### src/rtl/dose_pkg.sv
// Shared types and helpers for the dose scheduler: FSM states, time-field widths,
// the programmed slot record, and saturating counter arithmetic.
package dose_pkg;

    localparam int HOUR_W     = 5;
    localparam int MIN_W      = 6;
    localparam int SEC_W      = 6;
    localparam int COMP_MAX_W = 8;

    typedef enum logic [1:0] {
        IDLE     = 2'd0,
        DISPENSE = 2'd1,
        ALERT    = 2'd2
    } state_t;

    // Compartment is stored at its widest size; instances keep the low COMP_W bits.
    typedef struct packed {
        logic                  enable;
        logic [HOUR_W-1:0]     hour;
        logic [MIN_W-1:0]      minute;
        logic [COMP_MAX_W-1:0] comp;
    } slot_t;

    function automatic logic [4:0] popcount16(input logic [15:0] v);
        logic [4:0] n;
        n = 5'd0;
        for (int i = 0; i < 16; i++) begin
            n = n + {4'd0, v[i]};
        end
        return n;
    endfunction

    function automatic logic [7:0] sat_add8(input logic [7:0] a, input logic [4:0] inc);
        logic [8:0] sum;
        sum = {1'b0, a} + {4'd0, inc};
        return sum[8] ? 8'hFF : sum[7:0];
    endfunction

endpackage

### src/rtl/dose_slot_table.sv
// Programmed dose slots and the per-slot time-of-day match vector.
module dose_slot_table
    import dose_pkg::*;
#(
    parameter int NUM_SLOTS = 4,
    parameter int COMP_W    = 2
) (
    input  logic                         clk,
    input  logic                         rst_n,
    input  logic                         cfg_we,
    input  logic [$clog2(NUM_SLOTS)-1:0] cfg_slot,
    input  logic                         cfg_enable,
    input  logic [HOUR_W-1:0]            cfg_hour,
    input  logic [MIN_W-1:0]             cfg_minute,
    input  logic [COMP_W-1:0]            cfg_comp,
    input  logic [HOUR_W-1:0]            hours,
    input  logic [MIN_W-1:0]             minutes,
    input  logic [$clog2(NUM_SLOTS)-1:0] rd_slot,
    output logic [COMP_W-1:0]            rd_comp,
    output logic [NUM_SLOTS-1:0]         match
);

    slot_t slots_r [NUM_SLOTS];

    // Slot storage: single-cycle write of one record
    always_ff @(posedge clk or negedge rst_n) begin
        if (!rst_n) begin
            for (int i = 0; i < NUM_SLOTS; i++) begin
                slots_r[i] <= '0;
            end
        end else if (cfg_we) begin
            slots_r[cfg_slot] <= '{enable: cfg_enable, hour: cfg_hour, minute: cfg_minute,
                                   comp: COMP_MAX_W'(cfg_comp)};
        end else begin
            slots_r <= slots_r;
        end
    end

    // Enabled slots whose programmed time equals the current hour and minute
    always_comb begin
        match = '0;
        for (int i = 0; i < NUM_SLOTS; i++) begin
            match[i] = slots_r[i].enable && (slots_r[i].hour == hours)
                       && (slots_r[i].minute == minutes);
        end
    end

    assign rd_comp = COMP_W'(slots_r[rd_slot].comp);

endmodule

### src/rtl/dose_scheduler.sv
// Dispenser sequencer: latches due slots at minute boundaries, serves them lowest
// index first through the dispense handshake, then alerts until confirm or timeout.
module dose_scheduler
    import dose_pkg::*;
#(
    parameter int NUM_SLOTS     = 4,
    parameter int COMP_W        = 2,
    parameter int ALERT_TIMEOUT = 300
) (
    input  logic                         CLOCK_50,
    input  logic                         reset,
    input  logic                         second_pulse,
    input  logic [4:0]                   hours,
    input  logic [5:0]                   minutes,
    input  logic [5:0]                   seconds,
    input  logic                         set_mode,
    input  logic                         cfg_we,
    input  logic [$clog2(NUM_SLOTS)-1:0] cfg_slot,
    input  logic                         cfg_enable,
    input  logic [4:0]                   cfg_hour,
    input  logic [5:0]                   cfg_minute,
    input  logic [COMP_W-1:0]            cfg_comp,
    output logic                         disp_req,
    output logic [COMP_W-1:0]            disp_comp,
    input  logic                         disp_done,
    input  logic                         confirm,
    output logic                         alert,
    output logic                         missed,
    output logic [7:0]                   taken_count,
    output logic [7:0]                   missed_count,
    output logic                         busy
);

    localparam int SLOT_W = $clog2(NUM_SLOTS);
    localparam int TMR_W  = $clog2(ALERT_TIMEOUT + 1);

    state_t                state_r, state_s;
    logic                  tick_d_r;
    logic [NUM_SLOTS-1:0]  pending_r, pending_s, match_s, hit_s, overrun_s;
    logic [NUM_SLOTS-1:0]  grant_mask_s, cfg_mask_s;
    logic [SLOT_W-1:0]     grant_idx_s;
    logic [COMP_W-1:0]     rd_comp_s, disp_comp_r;
    logic [TMR_W-1:0]      timer_r;
    logic                  grant_s, take_s, timeout_s;
    logic                  req_s, alert_s, busy_s;
    logic                  disp_req_r, alert_r, busy_r, missed_r;
    logic [7:0]            taken_r, missed_cnt_r;
    logic [4:0]            miss_inc_s;
    logic                  boundary_s;

    dose_slot_table #(.NUM_SLOTS(NUM_SLOTS), .COMP_W(COMP_W)) u_table (
        .clk       (CLOCK_50),
        .rst_n     (reset),
        .cfg_we    (cfg_we),
        .cfg_slot  (cfg_slot),
        .cfg_enable(cfg_enable),
        .cfg_hour  (cfg_hour),
        .cfg_minute(cfg_minute),
        .cfg_comp  (cfg_comp),
        .hours     (hours),
        .minutes   (minutes),
        .rd_slot   (grant_idx_s),
        .rd_comp   (rd_comp_s),
        .match     (match_s)
    );

    // tick_d lags the pulse so the seconds field has already rolled over
    assign boundary_s = tick_d_r && (seconds == SEC_W'(0));
    assign hit_s      = (boundary_s && !set_mode) ? match_s : '0;
    assign overrun_s  = hit_s & pending_r;
    assign miss_inc_s = popcount16(16'(overrun_s)) + {4'd0, timeout_s};

    // Lowest-index pending slot wins the grant
    always_comb begin
        grant_idx_s = '0;
        for (int i = NUM_SLOTS - 1; i >= 0; i--) begin
            grant_idx_s = pending_r[i] ? SLOT_W'(i) : grant_idx_s;
        end
    end

    assign grant_mask_s = grant_s ? (NUM_SLOTS'(1) << grant_idx_s) : '0;
    assign cfg_mask_s   = cfg_we ? (NUM_SLOTS'(1) << cfg_slot) : '0;
    assign pending_s    = ((pending_r & ~grant_mask_s) | hit_s) & ~cfg_mask_s;

    // FSM next-state and event decode
    always_comb begin
        state_s   = state_r;
        grant_s   = 1'b0;
        take_s    = 1'b0;
        timeout_s = 1'b0;
        case (state_r)
            IDLE: begin
                if (|pending_r) begin
                    state_s = DISPENSE;
                    grant_s = 1'b1;
                end else begin
                    state_s = IDLE;
                end
            end
            DISPENSE: begin
                if (disp_done) begin
                    state_s = ALERT;
                end else begin
                    state_s = DISPENSE;
                end
            end
            ALERT: begin
                if (confirm) begin
                    state_s = IDLE;
                    take_s  = 1'b1;
                end else if (timer_r >= TMR_W'(ALERT_TIMEOUT)) begin
                    state_s   = IDLE;
                    timeout_s = 1'b1;
                end else begin
                    state_s = ALERT;
                end
            end
            default: state_s = IDLE;
        endcase
    end

    // Output decode from the next state so the outputs leave a register
    always_comb begin
        req_s   = (state_s == DISPENSE);
        alert_s = (state_s == ALERT);
        busy_s  = (state_s != IDLE);
    end

    // State and registered outputs
    always_ff @(posedge CLOCK_50 or negedge reset) begin
        if (!reset) begin
            state_r    <= IDLE;
            disp_req_r <= 1'b0;
            alert_r    <= 1'b0;
            busy_r     <= 1'b0;
        end else begin
            state_r    <= state_s;
            disp_req_r <= req_s;
            alert_r    <= alert_s;
            busy_r     <= busy_s;
        end
    end

    // Pending vector, served compartment, alert timer, counters
    always_ff @(posedge CLOCK_50 or negedge reset) begin
        if (!reset) begin
            tick_d_r     <= 1'b0;
            pending_r    <= '0;
            disp_comp_r  <= '0;
            timer_r      <= '0;
            missed_r     <= 1'b0;
            taken_r      <= 8'd0;
            missed_cnt_r <= 8'd0;
        end else begin
            tick_d_r     <= second_pulse;
            pending_r    <= pending_s;
            disp_comp_r  <= grant_s ? rd_comp_s : disp_comp_r;
            if (state_r == DISPENSE && disp_done) begin
                timer_r <= '0;
            end else if (state_r == ALERT && tick_d_r && timer_r < TMR_W'(ALERT_TIMEOUT)) begin
                timer_r <= timer_r + TMR_W'(1);
            end else begin
                timer_r <= timer_r;
            end
            missed_r     <= timeout_s ? 1'b1 : (take_s ? 1'b0 : missed_r);
            taken_r      <= take_s ? sat_add8(taken_r, 5'd1) : taken_r;
            missed_cnt_r <= sat_add8(missed_cnt_r, miss_inc_s);
        end
    end

    assign disp_req     = disp_req_r;
    assign disp_comp    = disp_comp_r;
    assign alert        = alert_r;
    assign busy         = busy_r;
    assign missed       = missed_r;
    assign taken_count  = taken_r;
    assign missed_count = missed_cnt_r;

endmodule

### config.mk
export PLATFORM = sky130hd
export DESIGN_NAME = dose_scheduler
export DESIGN_NICKNAME = d
export VERILOG_FILES = /design/src/rtl/dose_pkg.sv /design/src/rtl/dose_slot_table.sv /design/src/rtl/dose_scheduler.sv
export SDC_FILE = /design/constraint.sdc
export NUM_CORES = 1
export LEC_CHECK = 0
export BUFFER_PORTS_ARGS = -buffer_cell sky130_fd_sc_hd__buf_4
export CORE_MARGIN = 8
export CORE_UTILIZATION = 55
export CTS_BUF_LIST = sky130_fd_sc_hd__clkbuf_8
export DETAILED_ROUTE_END_ITERATION = 10
export MAX_ROUTING_LAYER = met4
export PLACE_DENSITY = 0.82
export SYNTH_ARGS = -nofsm -noshare
export SYNTH_HDL_FRONTEND = slang
export SYNTH_SLANG_ARGS = --single-unit
### constraint.sdc
create_clock -name CLOCK_50 -period 9 [get_ports CLOCK_50]
set_clock_uncertainty 0.05 [all_clocks]
set_input_delay 1.8 -clock CLOCK_50 [delete_from_list [all_inputs] [get_ports CLOCK_50]]
set_output_delay 1.8 -clock CLOCK_50 [all_outputs]
set_load 0.01 [all_outputs]
# After elaboration in Yosys (flattened, before gate mapping)
# Index checks and enable logic that the tools add are counted.
# totals
wordCells	113
register_bits	118
# classes
bitwise	8
eq_ne	12
mux	31
addsub	7
magnitude_cmp	5
reduce_logical	21
shifts	2
# ops
cell	count
$bwmux 80	1
$bmux 20 s2	1
$demux 20 s2	1
$eq 6x6->1	4
$eq 5x5->1	4
$mux 20	1
$mux 2	9
$mux 9	2
$mux 8	2
$logic_and 1x1->1	14
$and 4x4->4	3
$mux 4	3
$mux 1	10
$add 8x1->9 const B	1
$add 8x5->9	1
$add 9x1->9 const B	1
$ge 9x9->1 const B	1
$lt 9x9->1 const B	1
$not 4->4	2
$shl 1x2->4 const A	2
$ge 3x3->1 const B	2
$logic_not 6->1	1
$not 2->3	2
$pmux 2 s3	1
other kinds (12)	16

# Depth between registers and ports, before layout
# Gate-level depths: netlist (run 1).
# depth
depth_word	11
mapped_depth	13
ltp_nobuf	12

# By module
# A second synthesis (run 1) with hierarchy kept.
# unflattened
hier_cells	389
area_unflattened_um2	4634.4
# by_module_without_submodules
module	instances	cells_each	area_per_inst_um2
dose_slot_table	1	193	2667.6
dose_scheduler	1	196	1966.9

# Worst setup path after synthesis (run 1)
# No wires, ideal clock.
# synth_path
path_type	input to register
startpoint	in hours[4]
endpoint	reg missed_cnt_r[7], in the netlist missed_count[7]
path_slack_ps	3837
setup_ps	126
arrival_time_ps	4987
path_stages	11
path_cell_list	clkbuf_1 -> xnor2_1 -> nand4_1 -> or4_1 -> nor2_1 -> fa_1 -> fa_1 -> ha_1 -> fa_1 -> a21o_1 -> o32a_1
# synth_between
elab_chain_len	11
# synth_rtl
item	line	text
start: declaration	dose_scheduler.sv:13	input logic [4:0] hours,
$eq 5x5->1	dose_slot_table.sv:43	match[i] = slots_r[i].enable && (slots_r[i].hour == hours)
$logic_and 1x1->1	dose_slot_table.sv:43	
$logic_and 1x1->1	dose_slot_table.sv:44	&& (slots_r[i].minute == minutes);
$mux 4 *	dose_scheduler.sv:69	assign hit_s = (boundary_s && !set_mode) ? match_s : '0;
$and 4x4->4 *	dose_scheduler.sv:70	assign overrun_s = hit_s & pending_r;
$add 1x1->2	dose_pkg.sv:28	n = n + {4'd0, v[i]};
$add 2x1->3	dose_pkg.sv:28	
$add 3x1->4 *	dose_pkg.sv:28	
$add 4x1->5 *	dose_scheduler.sv:71	assign miss_inc_s = popcount16(16'(overrun_s)) + {4'd0, timeout_s};
$add 8x5->9 *	dose_pkg.sv:35	sum = {1'b0, a} + {4'd0, inc};
$mux 8 *	dose_pkg.sv:36	return sum[8] ? 8'hFF : sum[7:0];
end signal: assignment	dose_scheduler.sv:167	missed_cnt_r <= sat_add8(missed_cnt_r, miss_inc_s);
end: declaration	dose_scheduler.sv:47	logic [7:0] taken_r, missed_cnt_r;
# Every way passes the cells marked *; elsewhere a longest branch is shown, timed or not.
# A chain may end at the register's enable or synchronous reset.

# Worst setup path after layout (run 1)
# layout_path
startpoint	in seconds[2]
endpoint	reg missed_cnt_r[7], in the netlist missed_count[7]
# layout_between
elab_chain_len	11
# layout_rtl
item	line	text
start: declaration	dose_scheduler.sv:15	input logic [5:0] seconds,
$logic_not 6->1 *	dose_scheduler.sv:68	assign boundary_s = tick_d_r && (seconds == SEC_W'(0));
$logic_and 1x1->1 *	dose_scheduler.sv:68	
$logic_and 1x1->1 *	dose_scheduler.sv:69	
$mux 4 *	dose_scheduler.sv:69	
$and 4x4->4 *	dose_scheduler.sv:70	
$add 1x1->2	dose_pkg.sv:28	
$add 2x1->3	dose_pkg.sv:28	
$add 3x1->4 *	dose_pkg.sv:28	
$add 4x1->5 *	dose_scheduler.sv:71	
$add 8x5->9 *	dose_pkg.sv:35	
$mux 8 *	dose_pkg.sv:36	
# Marks and branches as above.

==> flow_metrics.tcl, run 1 <==
set metrics [dict create \
    postSynthAreaPerCell_um2 11.7 \
    rsz0062_at_grt "no" \
    critPathMostFrequentCell "fa_1" \
    cts_tree "yes" \
    cp_slowest_cell "or4_1" \
    core_area_um2 8180 \
    critical_path_required_ns 9.20 \
    arrival_ns 5.36 \
    grt_pass1_vias 3384 \
    cts.sink_count 94 \
    synthFlopType "dfrtp_1" \
    multi_input_area_um2 2160 \
    regToRegStartpoint "tick_d_r" \
    ys_async_sr_fraction_pct 100 \
    worstSkewPairLatency_ns 0.36 \
    fillers 632 \
    status "complete, no violations" \
    max_cap_violations 0 \
    synth_cell_types 54 \
    drt_pass1_iterations 4 \
    antenna-diode-count 0 \
    ctsResizeCount 0 \
    worstPathCellList "buf_4 -> nor4_1 -> nand2_1 -> or4_1 -> nor2_1 -> fa_1 -> fa_1 -> ha_1 -> fa_1 -> a21o_1 -> o32a_1" \
    irDropWorstVdd_mv 0.103 \
    final_hold_viol_count 0 \
    die_h_um 108 \
    initial_utilization_pct 56.7 \
    tightest_slew_ns 0.953 \
    drive_above_1_share_pct 31.2 \
    grt_pass1_wl_um 16400 \
    report.power.total_mw 1.05 \
    ys_seq_elements 94 \
    vias_per_cell 5.72 \
    cts_buffers 9 \
    ctsHtreeMaxLevel 3 \
    slew_headroom_pct 35.6 \
    yosys_warnings 0 \
    synth_nets 446 \
    setup.worst_path.start_class "input port" \
    place.gp.congestion 0.848 \
    min_from "disp_comp[1]" \
    cp_slowest_stage_delay_ns 0.54 \
    rows 33 \
    vias 3228 \
    min_period_over_period_pct 57.4 \
    post-route-min-period_ns 5.17 \
    drt_iter0_drc 120 \
    syn-instance-count 396 \
    holdBufCountCts 0 \
    setup_violations 0 \
    seq_area_frac_synth_pct 50.8 \
    path_class "input port to flip-flop" \
    fmaxAchievable_ghz 0.194 \
    grt_max_degree 69 \
    antenna_found_initial 0 \
    postPlaceCellArea_um2 5170 \
    cts-root-buf "clkbuf_8" \
    cp-end-kind "flip-flop" \
    regArea_um2 2350 \
    fin_area_um2 5420 \
    wire_per_inst_um 17.5 \
    drc 0 \
    drv_slew 0 \
    crit_path_start "seconds[2]" \
    synth-edff-count 0 \
    clock_tree.buffer_depth 2 \
    post_cts_buffers 0 \
    clk_pin_slew_ns 0.09 \
    fp.dieW_um 108 \
    syn2layout_area_growth_pct 17.0 \
    p_per_area_nw_per_um2 194 \
    drt-total-wl_um 9870 \
    power.leakage_nw 2.44 \
    grt_use_total_pct 18.5 \
    grt-ovfl-total 0 \
    io_buffers 61 \
    dieArea_um2 11600 \
    hold_path_class "flip-flop to flip-flop" \
    critPathMaxFanout 5 \
    path_buf_inv 1 \
    drtAntennaViolNets 0 \
    dp_hpwl_um 7250 \
    netlist_area_um2 4630 \
    cp_top_family "adder cells" \
    num-nets-final 504 \
    finalSetupTns_ns 0 \
    ios 62 \
]
[cells by family after synthesis]
| kind of cell | after synthesis | share of synthesized area [%] |
|---|---|---|
| simple gates | 103 | 12.3 |
| flops | 94 | 50.8 |
| fa+ha+maj | 10 | 3.19 |
| xor+xnor | 45 | 8.51 |
| compound gates | 54 | 8.16 |
| mux | 60 | 14.5 |
| buf+inv | 30 | 2.59 |
[report_power, final]
| group | leakage (nW) | switching, mW | internal, mW |
|---|---|---|---|
| registers | 1.17 | 0.0472 | 0.483 |
| clock network | 0.124 | 0.151 | 0.194 |
| logic | 1.15 | 0.0765 | 0.0991 |
| total | 2.44 | 0.274 | 0.776 |
[cell usage after synthesis (3+ instances only)]
cell / n / share of area, %
dfrtp_1: 94 / 51
mux2_2: 57 / 14
xnor2_1: 41 / 7.8
nand2_1: 29 / 2.3
inv_1: 14 / 1.1
nand4_1: 13 / 1.8
a21oi_1: 12 / 1.3
clkbuf_1: 10 / 0.81
nor2_1: 10 / 0.81
o21ai_0: 10 / 1.1
nand2b_1: 8 / 1.1
ha_1: 7 / 1.9
nand3_1: 7 / 0.76
o31ai_1: 7 / 1.1
nor3_1: 5 / 0.54
and2_1: 4 / 0.54
nor4_1: 4 / 0.54
xor2_1: 4 / 0.76
a32oi_1: 3 / 0.57
buf_2: 3 / 0.32
clkbuf_2: 3 / 0.32
fa_1: 3 / 1.3
mux2i_1: 3 / 0.65
nor2b_1: 3 / 0.41
[worst min-delay path: stages (launching register included)]
cell	delay [ns]
dfrtp_1	0.36
nand2_1	0.05
o21ai_0	0.06
[area by class of cell]
cell class / count / share of cell area [%]
Sequential cell: 94 / 43.4
Multi-Input combinational cell: 272 / 39.8
Timing Repair Buffer: 63 / 8.72
Clock buffer: 10 / 2.54
Tap cell: 105 / 2.42
Clock inverter: 6 / 2.12
Inverter: 14 / 0.969
[routing by layer]
| layer | track usage, % | part of all wire, % | vias to the layer above |
|---|---|---|---|
| li1 | - | - | 1518 |
| met1 | 23.4 | 45 | 1590 |
| met2 | 28.6 | 48 | 101 |
| met3 | 3.35 | 5.0 | 19 |
| met4 | 7.83 | 2.0 | 0 |
| met5 | - | 0 | - |
[stage by stage]
step	hold slack [ns]	worst slack (ns)	util [%]	cells
floorplan	0.420	3.84	-	396
global placement	0.420	3.58	63.2	548
detailed placement	0.432	3.46	63.2	548
CTS	0.452	3.84	66.3	564
global route	0.465	3.66	66.3	564
finish	0.444	3.83	66.3	564
[state kept, by name, summed over array words and instances, names as in the netlist, 2 cells and up]
name	flops
missed_count	8
u_table.slots_r	56
pending_r	4
timer_r	9
disp_comp	2
state_r	2
taken_count	8
[layout by cell type (no fill, tap or decap), types with 5 or more instances in the layout]
master    instances
dfrtp_1          94
buf_4            63
mux2_2           57
xnor2_1          41
nand2_1          29
inv_1            14
nand4_1          13
a21oi_1          12
nor2_1           10
o21ai_0          10
clkbuf_8         10
nand2b_1          8
o31ai_1           7
nand3_1           7
ha_1              7
nor3_1            5
[final timing paths]
check | to | depth (start not counted) | slack, ns
worst max-delay path | missed_count[7] | 11 | 3.83
max in group asynchronous | u_table.slots_r[8] | 2 | 6.47
worst min-delay path | disp_comp[1] | 2 | 0.44
min in group asynchronous | timer_r[3] | 1 | 1.27
worst min register to register | disp_comp[1] | 2 | 0.44
worst max register to register | missed_count[7] | 10 | 5.19
Power figures use the tool's default switching activity.
==> inputs of run 2 (changes only) <==
clock period = 4.8 ns   (was 9 ns; I/O delays follow)
==> run 2 against run 1 <==
Against the previous run:
- wire length is 0.59% higher
- setup slack got worse by 3.4 ns
- hold slack better by 0.0057 ns
- sequential share of layout area rose by 0.36 points
- global-route usage is 0.14 points lower
- final cell count is the same
- combinational power up 87%
- critical path type unchanged
- largest cell class unchanged
- highest routed layer unchanged
==> flow_metrics.tcl, run 2 (synthesis results as in run 1) <==
set metrics [dict create \
    worstSkewPairLatency_ns 0.37 \
    critical_path_required_ns 5.01 \
    syn2layout_area_growth_pct 16.1 \
    initial_utilization_pct 56.7 \
    max_cap_violations 0 \
    gr-usage-met1_pct 22.6 \
    grt_max_degree 57 \
    grt_use_total_pct 18.4 \
    regMostFlops "u_table.slots_r" \
    antenna-diode-count 0 \
    setup_ws_ns 0.482 \
    dieArea_um2 11600 \
    setup_violations 0 \
    critPathMaxFanout 5 \
    path_buf_inv 1 \
    drt_iter0_drc 167 \
    ctsHtreeMaxLevel 3 \
    final_hold_viol_count 0 \
    vias 3232 \
    path_class "input port to flip-flop" \
    drt_pass1_iterations 4 \
    place.gp.congestion 0.871 \
    power.leakage_nw 2.43 \
    ctsResizeCount 0 \
    post-route-min-period_ns 4.32 \
    setup.worst_path.start_class "input port" \
    status "complete, no violations" \
    reg_top3 "u_table.slots_r: 56 flops, timer_r: 9 flops" \
    critPathMostFrequentCell "fa_1" \
    num-nets-final 504 \
    grt_pass1_wl_um 16200 \
    drc 0 \
    finalSetupTns_ns 0 \
    cp_slowest_stage_delay_ns 0.53 \
    core_area_um2 8180 \
    largest_reg_flops 56 \
    gr-usage-met2_pct 28.8 \
    fmaxAchievable_ghz 0.232 \
    postPlaceCellArea_um2 5170 \
    hold_path_class "flip-flop to flip-flop" \
    irDropWorstVdd_mv 0.205 \
    wire_per_inst_um 17.6 \
    fp.dieW_um 108 \
    io_buffers 61 \
    top_usage_layer "met2" \
    drv_slew 0 \
    slew_headroom_pct 33.0 \
    cts_buffers 9 \
    ios 62 \
    drive_above_1_share_pct 31.2 \
    layout_commonest_cell "dfrtp_1" \
    pre_cts_slack_ns 0.0752 \
    met3_usage_pct 5.75 \
    final_cell_mix "dfrtp_1 (94), buf_4 (63), mux2_2 (57)" \
    cp_slowest_cell "or4_1" \
    clk_pin_slew_ns 0.09 \
    tightest_slew_ns 0.992 \
    drt-total-wl_um 9930 \
    dp_hpwl_um 7230 \
    min_period_over_period_pct 90.0 \
    grt-ovfl-total 0 \
    drtAntennaViolNets 0 \
    holdBufCountCts 0 \
    fin_area_um2 5380 \
    worstPathCellList "buf_4 -> nor4_1 -> nand2_1 -> or4_1 -> nor2_1 -> fa_1 -> fa_1 -> ha_1 -> fa_1 -> a21o_1 -> o32a_1" \
    post_cts_buffers 0 \
    rsz0062_at_grt "no" \
    cts.sink_count 94 \
    cp-end-kind "flip-flop" \
    cp_top_family "adder cells" \
    die_h_um 108 \
    p_per_area_nw_per_um2 347 \
    grt_pass1_vias 3271 \
    antenna_found_initial 0 \
    arrival_ns 4.52 \
    cts_tree "yes" \
    vias_per_cell 5.73 \
    whs_ns 0.450 \
    rows 33 \
    cts-root-buf "clkbuf_8" \
    clock_tree.buffer_depth 2 \
]
==> run 2: report_power, final <==
group	internal [mW]	total, mW	switching, mW
Clock	0.259	0.543	0.284
Sequential	0.905	0.995	0.0895
Combinational	0.186	0.329	0.143
Total	1.35	1.87	0.516
==> run 2: final cells by class <==
type                    instances  area, um2
well taps                     105        131
clock inverters                 6       70.1
fillers                       641       2800
clock buffers                  10        138
flip-flops and latches         94       2350
multi-input cells             272       2160
inverters                      14       52.6
repair buffers                 63        473
==> run 2: routing by layer <==
layer  vias up  part of all wire, %
met4         0                  1.4
met3        11                  4.4
met2        80                   50
li1       1518                    -
met1      1623                   44
met5         -                    0
==> run 2: worst reg2reg max path, cell delays in order, from the launching register on <==
cell and delay, ns:
dfrtp_1 0.37, nor4b_2 0.24, nand2_1 0.19, or4_1 0.54
nor2_1 0.15, fa_1 0.45, fa_1 0.49, ha_1 0.24
fa_1 0.40, a21o_1 0.25, o32a_1 0.35
==> run 2: worst paths after layout <==
path                            slack [ns]  depth (start not counted)    startpoint         endpoint
min in group asynchronous             0.59                          1         reset       timer_r[4]
max in group asynchronous             3.17                          2         reset     pending_r[2]
worst min-delay path                  0.45                          2  disp_comp[1]     disp_comp[1]
worst max-delay path                  0.48                         11    seconds[2]  missed_count[7]
worst max register to register        0.98                         10      tick_d_r  missed_count[7]
worst min register to register        0.45                          2  disp_comp[1]     disp_comp[1]
==> run 2: stage by stage <==
stage               utilization (%)  power [mW]  instances
finish                         65.8        1.87        564
floorplan                         -        1.21        396
CTS                            65.8        1.89        564
global route                   65.8        1.97        564
global placement               63.2        1.32        548
detailed placement             63.2        1.34        548
==> inputs of run 3 (changes only) <==
RECOVER_POWER = 50   (was default)
==> run 3 against run 2 <==
Against the previous run:
- the flow now finishes with violations (capacitance limit, slew limit)
- non-clock buffer count unchanged
- total power shrank 0.29%
- hold slack about the same
- register-to-register slack barely moved
- via count increased by 0.22%
- first-iteration DRC count is 6.0% lower
- design area down 0.74%
- die area unchanged
- fmax down 0.43%
- largest power group unchanged
==> flow_metrics.tcl, run 3 (synthesis results as in run 1) <==
set metrics [dict create \
    cts-root-buf "clkbuf_8" \
    drtAntennaViolNets 0 \
    grt_pass1_vias 3271 \
    fp.dieW_um 108 \
    antenna-diode-count 0 \
    io_buffers 61 \
    cp_top_family "adder cells" \
    cp-end-kind "flip-flop" \
    worstSkewPairLatency_ns 0.37 \
    max_cap_violations 1 \
    path_class "input port to flip-flop" \
    min_from "disp_comp[1]" \
    final_cells 564 \
    status "complete, but fails checks" \
    hold_depth 2 \
    post-route-min-period_ns 4.34 \
    cts.sink_count 94 \
    num-nets-final 504 \
    slew_headroom_pct -93.3 \
    drv_slew 57 \
    rows 33 \
    regMostFlops "u_table.slots_r" \
    grt-ovfl-total 0 \
    wire_per_inst_um 17.5 \
    arrival_ns 4.55 \
    critPathMostFrequentCell "fa_1" \
    initial_utilization_pct 56.7 \
    setup_violations 0 \
    vias 3239 \
    final_hold_viol_count 0 \
    reg_top3 "u_table.slots_r: 56 flops, timer_r: 9 flops" \
    drc 0 \
    cts_buffers 9 \
    vias_per_cell 5.74 \
    fillers 647 \
    fin_area_um2 5340 \
    ios 62 \
    cts_tree "yes" \
    grt_pass1_wl_um 16200 \
    largest_reg_flops 56 \
    setup.worst_path.start_class "input port" \
    finalSetupTns_ns 0 \
    pre_cts_slack_ns 0.0752 \
    min_period_over_period_pct 90.3 \
    fin_util_pct 65.3 \
    holdBufCountCts 0 \
    layout_commonest_cell "dfrtp_1" \
    reg2reg_slack_ns 0.98 \
    dpl.cell_count 548 \
    regToRegStartpoint "tick_d_r" \
    cp_slowest_stage_delay_ns 0.54 \
    report.power.total_mw 1.86 \
    cp_slowest_cell "or4_1" \
    fmaxAchievable_ghz 0.231 \
    p_per_area_nw_per_um2 349 \
    critPathMaxFanout 5 \
    grt_max_degree 57 \
    rsz0062_at_grt "no" \
    postPlaceCellArea_um2 5170 \
    clk_pin_slew_ns 0.09 \
    clock_tree.buffer_depth 2 \
    place.gp.congestion 0.871 \
    r2r_end "missed_count[7]" \
    setup_ws_ns 0.463 \
    tightest_slew_ns 2.90 \
    ctsHtreeMaxLevel 3 \
    post_cts_buffers 0 \
    critical_path_required_ns 5.01 \
    dp_hpwl_um 7230 \
    irDropWorstVdd_mv 0.205 \
    whs_endpoint "disp_comp[1]" \
    r2r_cells 10 \
    core_area_um2 8180 \
    worstPathCellList "buf_4 -> nor4_1 -> nand2_1 -> or4_1 -> nor2_1 -> fa_1 -> fa_1 -> ha_1 -> fa_1 -> a21o_1 -> o32a_1" \
    power.leakage_nw 2.38 \
    die_h_um 108 \
    drt_iter0_drc 157 \
    drt-total-wl_um 9880 \
    drive_above_1_share_pct 29.6 \
    hold_path_class "flip-flop to flip-flop" \
    dieArea_um2 11600 \
    antenna_found_initial 0 \
    ctsResizeCount 0 \
    violations "capacitance limit, slew limit" \
    drt_pass1_iterations 4 \
    grt_use_total_pct 18.4 \
    whs_ns 0.450 \
    syn2layout_area_growth_pct 15.2 \
    path_buf_inv 1 \
    final_cell_mix "dfrtp_1 (94), mux2_2 (57), buf_4 (57)" \
]
[run 3: changes by cell type in the layout (fill, tap and decap cells not counted)]
cell	previous run	this run
a21oi_2	1	0
clkbuf_2	0	1
a21oi_1	12	13
nor3b_1	0	1
clkbuf_4	0	1
o211ai_1	2	3
clkbuf_1	0	4
o211ai_4	1	0
nor3b_2	1	0
buf_4	63	57
[run 3: worst register-to-register path: stages (launching register included)]
cell and delay (ns):
dfrtp_1 0.36, nor4b_2 0.24, nand2_1 0.19, or4_1 0.54, nor2_1 0.15, fa_1 0.45
fa_1 0.49, ha_1 0.24, fa_1 0.40, a21o_1 0.25, o32a_1 0.35
[run 3: area by class of cell]
class	instances	area, um2	area share (%)
sequential	94	2350	44.1
multi-input combinational	272	2140	40.1
timing repair buffer	63	455	8.53
clock buffer	10	138	2.58
tap	105	131	2.46
clock inverter	6	70.1	1.31
inverter	14	52.6	0.985
[run 3: routing by layer]
metal	vias up	wire length, um	track usage (%)
li1	1516	-	-
met2	89	4830	28.8
met1	1624	4400	22.6
met5	-	0	-
met4	0	146	4.56
met3	10	508	5.75
[run 3: power by group]
part / total, mW / internal, mW / switching (mW)
registers: 0.993 / 0.905 / 0.0881
clock network: 0.543 / 0.259 / 0.284
logic: 0.325 / 0.184 / 0.141
total: 1.86 / 1.35 / 0.513
[run 3: worst max path at each step]
stage | start | end | slack, ns | cells after the start
after floorplan | hours[4] | missed_count[7] | 0.48 | 11
after global placement | seconds[2] | missed_count[7] | 0.22 | 11
after detailed placement | seconds[2] | missed_count[7] | 0.08 | 11
after CTS | seconds[2] | missed_count[7] | 0.46 | 11
after global routing | seconds[2] | missed_count[7] | 0.34 | 11
final | seconds[2] | missed_count[7] | 0.46 | 11
